===== src/rtl/ps2_frame_receiver_if.sv =====
// PS/2 receiver output bundle.
// Byte strobe, error strobe and busy flag.
interface ps2_frame_receiver_if;
  logic [7:0] rx_byte;
  logic       rx_valid;
  logic       rx_error;
  logic       rx_busy;

  modport master (
    output rx_byte,
    output rx_valid,
    output rx_error,
    output rx_busy
  );

  modport slave (
    input rx_byte,
    input rx_valid,
    input rx_error,
    input rx_busy
  );
endinterface


===== src/rtl/ps2_frame_receiver.sv =====
// PS/2 device-to-host frame receiver.
// Filters the device clock, checks parity/stop, times out stalls.
module ps2_frame_receiver #(
  parameter logic [15:0] over_time    = 16'd1000,
  parameter int          filter_depth = 4
) (
  input  logic clock,
  input  logic reset,
  input  logic peripheral_clock,
  input  logic device_clock,
  input  logic device_data,
  ps2_frame_receiver_if.master frame
);

  localparam logic [1:0] IDLE   = 2'd0;
  localparam logic [1:0] DATA   = 2'd1;
  localparam logic [1:0] PARITY = 2'd2;
  localparam logic [1:0] STOP   = 2'd3;

  localparam logic [3:0] FLT_LAST = 4'(filter_depth - 1);

  logic clk_s1, clk_s2;
  logic dat_s1, dat_s2;
  logic pclk_s1, pclk_s2, pclk_d;
  logic filt, filt_d;
  logic [3:0] fcnt;
  logic [1:0] state;
  logic [2:0] bitcnt;
  logic [7:0] shreg;
  logic par;
  logic [15:0] tcnt;
  logic [16:0] tnext;
  logic fall;
  logic tick;

  assign fall  = filt_d & ~filt;
  assign tick  = pclk_s2 & ~pclk_d;
  assign tnext = {1'b0, tcnt} + 17'd1;
  assign frame.rx_busy = (state != IDLE);

  // Two-flop synchronizers plus tick edge history
  always_ff @(posedge clock or posedge reset) begin
    if (reset) begin
      clk_s1  <= 1'b1;
      clk_s2  <= 1'b1;
      dat_s1  <= 1'b1;
      dat_s2  <= 1'b1;
      pclk_s1 <= 1'b1;
      pclk_s2 <= 1'b1;
      pclk_d  <= 1'b1;
    end else begin
      clk_s1  <= device_clock;
      clk_s2  <= clk_s1;
      dat_s1  <= device_data;
      dat_s2  <= dat_s1;
      pclk_s1 <= peripheral_clock;
      pclk_s2 <= pclk_s1;
      pclk_d  <= pclk_s2;
    end
  end

  // Glitch filter: accept a new level after it persists
  always_ff @(posedge clock or posedge reset) begin
    if (reset) begin
      filt   <= 1'b1;
      filt_d <= 1'b1;
      fcnt   <= 4'd0;
    end else begin
      filt_d <= filt;
      if (clk_s2 == filt) begin
        fcnt <= 4'd0;
      end else if (fcnt == FLT_LAST) begin
        filt <= clk_s2;
        fcnt <= 4'd0;
      end else begin
        fcnt <= fcnt + 4'd1;
      end
    end
  end

  // Frame FSM, inactivity timeout and output strobes
  always_ff @(posedge clock or posedge reset) begin
    if (reset) begin
      state          <= IDLE;
      bitcnt         <= 3'd0;
      shreg          <= 8'h00;
      par            <= 1'b0;
      tcnt           <= 16'd0;
      frame.rx_byte  <= 8'h00;
      frame.rx_valid <= 1'b0;
      frame.rx_error <= 1'b0;
    end else begin
      frame.rx_valid <= 1'b0;
      frame.rx_error <= 1'b0;
      if (fall) begin
        tcnt <= 16'd0;
        unique case (state)
          IDLE: begin
            if (!dat_s2) begin
              state  <= DATA;
              bitcnt <= 3'd0;
            end
          end
          DATA: begin
            shreg  <= {dat_s2, shreg[7:1]};
            bitcnt <= bitcnt + 3'd1;
            if (bitcnt == 3'd7) state <= PARITY;
          end
          PARITY: begin
            par   <= dat_s2;
            state <= STOP;
          end
          STOP: begin
            state <= IDLE;
            if (dat_s2 && (^{shreg, par})) begin
              frame.rx_valid <= 1'b1;
              frame.rx_byte  <= shreg;
            end else begin
              frame.rx_error <= 1'b1;
            end
          end
        endcase
      end else if (state == IDLE) begin
        tcnt <= 16'd0;
      end else if (tick) begin
        if (tnext == {1'b0, over_time}) begin
          frame.rx_error <= 1'b1;
          state          <= IDLE;
          tcnt           <= 16'd0;
        end else if (tcnt != 16'hFFFF) begin
          tcnt <= tnext[15:0];
        end
      end
    end
  end

endmodule

===== src/flat_wrapper.sv =====
// flat-port wrapper written by rule: the top's interface ports become plain ports
module ps2_frame_receiver_flat 
#(
  parameter logic [15:0] over_time    = 16'd1000,
  parameter int          filter_depth = 4
)
  (clock, reset, peripheral_clock, device_clock, device_data, frame_rx_byte, frame_rx_valid, frame_rx_error, frame_rx_busy);
  ps2_frame_receiver_if frame_i ();
  input  logic clock;
  input  logic reset;
  input  logic peripheral_clock;
  input  logic device_clock;
  input  logic device_data;
  output wire logic [$bits(frame_i.rx_byte)-1:0] frame_rx_byte;
  output wire logic [$bits(frame_i.rx_valid)-1:0] frame_rx_valid;
  output wire logic [$bits(frame_i.rx_error)-1:0] frame_rx_error;
  output wire logic [$bits(frame_i.rx_busy)-1:0] frame_rx_busy;
  assign frame_rx_byte = frame_i.rx_byte;
  assign frame_rx_valid = frame_i.rx_valid;
  assign frame_rx_error = frame_i.rx_error;
  assign frame_rx_busy = frame_i.rx_busy;
  ps2_frame_receiver #(.over_time(over_time), .filter_depth(filter_depth)) u_core (.clock(clock), .reset(reset), .peripheral_clock(peripheral_clock), .device_clock(device_clock), .device_data(device_data), .frame(frame_i));
endmodule

===== config.mk =====
export PLATFORM = sky130hd
export DESIGN_NAME = ps2_frame_receiver_flat
export DESIGN_NICKNAME = d
export VERILOG_FILES = /design/src/rtl/ps2_frame_receiver_if.sv /design/src/rtl/ps2_frame_receiver.sv /design/src/flat_wrapper.sv
export SDC_FILE = /design/constraint.sdc
export NUM_CORES = 1
export LEC_CHECK = 0
export ABC_CLOCK_PERIOD_IN_PS = 3670
export CORE_UTILIZATION = 64
export DETAILED_ROUTE_END_ITERATION = 16
export HOLD_SLACK_MARGIN = 0.06
export PLACE_DENSITY = 0.95
export RECOVER_POWER = 100
export SLEW_MARGIN = 20
export SYNTH_ARGS = -nofsm -noshare
export SYNTH_HDL_FRONTEND = slang
export SYNTH_SLANG_ARGS = --single-unit
export TNS_END_PERCENT = 30

===== constraint.sdc =====
create_clock -name clock -period 3.67 [get_ports clock]
set_input_delay 0.5505 -clock clock [delete_from_list [all_inputs] [get_ports clock]]
set_output_delay 0.5505 -clock clock [all_outputs]
set_load 0.03 [all_outputs]

==> results.sh <==
export IMPL_cts_sinks=53
export IMPL_worstMarginPinSlew_ps=2190
export IMPL_cts_buffers=5
export IMPL_ys_flop_type="dfrtp_1"
export IMPL_grt_pass1_vias=1855
export IMPL_dieArea_um2=4560
export IMPL_yosys_warnings=0
export IMPL_gp_congestion=1.01
export IMPL_busiest_layer="met2"
export IMPL_die_height_um=67.5
export IMPL_grt_usage_pct=27.2
export IMPL_crit_arrival_ps=3190
export IMPL_viasPerCell=6.31
export IMPL_ctsLongestPathBuffers=2
export IMPL_syn_area_um2=2750
export IMPL_antenna_left=0
export IMPL_finalSetupTns_ps=0
export IMPL_timing_rr_start="u_core.tcnt[0]"
export IMPL_use_met2_pct=41.6
export IMPL_syn_inst=263
export IMPL_rrSetupSlack_ps=730
export IMPL_use_met1_pct=38.1
export IMPL_fmax_mhz=340
export IMPL_final_nets=287
export IMPL_p_leak_nw=1.30
export IMPL_postCtsHoldBufs=0
export IMPL_drc=0
export IMPL_cpPeakStageDelay_ps=460
export IMPL_overflow=0
export IMPL_reg2reg_depth=8
export IMPL_clock_skew_ps=12.1
export IMPL_synth_area_top_cells="dfrtp_1, dfstp_2, mux2_2, xnor2_1, nand2_1"
export IMPL_min_period_ps=2940
export IMPL_hold_violations=0
export IMPL_crit_path_start_kind="register"
export IMPL_synth_top_cell_by_area="dfrtp_1"
export IMPL_num_antenna_cells=0
export IMPL_cp_common_cell="or4_1"
export IMPL_use_met3_pct=5.41
export IMPL_synth_cell_types=48
export IMPL_start_util_pct=67.7
export IMPL_slowest_stage="dfrtp_1"
export IMPL_clock_root_buffer="clkbuf_8"
export IMPL_dp_hpwl_mm=3.78
export IMPL_critPathCaptureType="register"
export IMPL_final_layout_size_suffix_gt1_share_pct=14.9
export IMPL_final_util_pct=73.6
export IMPL_synth_edff_count=0
export IMPL_syn_nets=276
export IMPL_area_growth_syn_to_layout_pct=8.65
export IMPL_violations="capacitance limit, slew limit"
export IMPL_rsz0062_at_grt="false"
export IMPL_postSynthAreaPerCell_um2=10.4
export IMPL_clock_latency_ps=310
export IMPL_synth_seq_area_share_pct=48.7
export IMPL_htreeDepth=2
export IMPL_die_w_um=67.5
export IMPL_clkSlewWorstSetupHoldPaths_ps=100
export IMPL_ys_ff_latch=53
export IMPL_grt_max_degree=54
export IMPL_path_class="register to register"
export IMPL_endpoint="u_core.state[1]"
export IMPL_peakVddDrop_mv=0.359
export IMPL_wl_per_cell_um=16.5
export IMPL_port_buffers=15
export IMPL_vias=2050
export IMPL_hold_path_class="register to register"
export IMPL_ios=16
export IMPL_drt_total_wl_mm=5.37
export IMPL_async_flop_share_pct=100
export IMPL_core_area_um2=4060
export IMPL_worstSetupStartpoint="u_core.tcnt[0]"
export IMPL_first_pass_iters=6
export IMPL_drv_cap=1
export IMPL_crit_fanout=8
export IMPL_tritoncts="yes"
export IMPL_fin_crit_sh_pct=80.2
export IMPL_timing_rr_end="u_core.state[1]"
export IMPL_postCtsSetupRepairBufs=0
export IMPL_fp_row_count=23
export IMPL_relSlewSlack_pct=-47.0
export IMPL_critical_path_cell_chain="ha_1, nand3_1, nor3_4, a31oi_1, or4_1, or4_1, o22ai_1, mux2i_1"
export IMPL_grt_pass1_wl_mm=9.00
export IMPL_antenna_found_initial=0
export IMPL_final_max_slew_viol_count=54
export IMPL_p_per_area_nw_per_um2=491
export IMPL_synth_top_area_share_pct=40.1
export IMPL_setup_violations=0
export IMPL_worstPathRequired_ps=3910
export IMPL_outcome="finished, violations left"
export IMPL_dr_first_iter_drc_count=219
export IMPL_cts_resized=0
==> cells in the final DEF, fill, tap and decap left out, types with 2 or more instances in the layout <==
cell type	instances
dfrtp_1	44
nand2_1	28
mux2_2	18
dlygate4sd3_1	15
nand3_1	14
nor2_1	14
xnor2_1	13
o21ai_0	10
a31oi_1	8
ha_1	8
inv_1	7
dfstp_2	7
nor3_1	6
mux2i_1	6
nor2b_1	5
nand2b_1	5
nand4_1	5
clkbuf_8	5
and3_1	4
a21oi_1	4
xor2_1	4
nor4_1	3
and2_1	3
o22ai_1	3
a22o_1	2
nand4b_1	2
nand3b_1	2
o21a_1	2
o211ai_1	2
o31ai_1	2
or4_1	2
dfstp_1	2
==> layout make-up <==
type	count	area [µm²]
flip-flops and latches	53	1340
multi-input cells	190	1310
fillers	265	1070
repair buffers	16	158
clock buffers	6	72.6
well taps	50	62.6
inverters	8	31.3
clock inverters	2	13.8
==> worst min-delay path by stage <==
stage          cells after the start             to  slack (ps)           from
6_report                           0  u_core.clk_s2         360  u_core.clk_s1
3_5_place_dp                       0  u_core.clk_s2         350  u_core.clk_s1
2_1_floorplan                      0  u_core.clk_s2         350  u_core.clk_s1
4_1_cts                            0  u_core.clk_s2         360  u_core.clk_s1
3_3_place_gp                       0  u_core.clk_s2         350  u_core.clk_s1
5_1_grt                            0  u_core.clk_s2         370  u_core.clk_s1
==> registers in the layout, summed over array words and instances, names as in the netlist <==
signal / cells
u_core.tcnt: 16
u_core.frame.rx_byte: 8
u_core.shreg: 8
u_core.fcnt: 4
u_core.bitcnt: 3
u_core.state: 2
u_core.clk_s1: 1
u_core.clk_s2: 1
u_core.dat_s1: 1
u_core.dat_s2: 1
u_core.filt: 1
u_core.filt_d: 1
u_core.frame.rx_error: 1
u_core.frame.rx_valid: 1
u_core.par: 1
u_core.pclk_d: 1
u_core.pclk_s1: 1
u_core.pclk_s2: 1
==> synth_stat cells (6+ instances only) <==
cell type and count:
a31oi_1 8, nor3_1 6, xnor2_1 13, dfstp_2 9, dfrtp_1 44, nand3_1 13, nand2_1 28, nor2_1 14
o21ai_0 10, mux2_2 18, mux2i_1 6, ha_1 8, clkbuf_1 7, inv_1 8
==> per-stage QoR <==
| stage | hold slack (ps) | setup WS [ps] | total power [mW] | cells | cell area, µm² |
|---|---|---|---|---|---|
| 2_1_floorplan | 345 | 1180 | 1.05 | 263 | 2750 |
| 5_1_grt | 371 | 478 | 1.54 | 325 | 2990 |
| 3_5_place_dp | 347 | 959 | 1.15 | 317 | 2920 |
| 4_1_cts | 362 | 967 | 1.48 | 325 | 3000 |
| 6_report | 364 | 725 | 1.46 | 325 | 2990 |
| 3_3_place_gp | 345 | 1070 | 1.12 | 317 | 2920 |
==> routing by layer <==
| metal | vias up | share of wire, % |
|---|---|---|
| li1 | 960 | - |
| met2 | 87 | 48 |
| met3 | 16 | 6.3 |
| met5 | - | 0 |
| met4 | 0 | 2.4 |
| met1 | 987 | 43 |
==> power breakdown <==
| group | total, mW | switching [mW] | internal, mW |
|---|---|---|---|
| registers | 0.710 | 0.0565 | 0.654 |
| logic | 0.429 | 0.255 | 0.174 |
| clock network | 0.326 | 0.190 | 0.136 |
| total | 1.46 | 0.501 | 0.963 |
==> cell families after synthesis <==
kind of cell	synth area share, %
AOI/OAI and AO/OA	9.56
xor gates and xnor gates	5.42
adders and majority gates	3.64
buffers and inverters	2.96
DFF	48.7
muxes	9.56
and+or+nand+nor	20.2
==> critical path, delay by kind of cell, from the launching register on <==
kind / cells / cell delay (ps)
compound gates: 2 / 420
fa+ha+maj: 1 / 250
simple gates: 4 / 1510
mux: 1 / 230
flops: 1 / 460
Note: power is estimated with default switching activity, not from simulation.
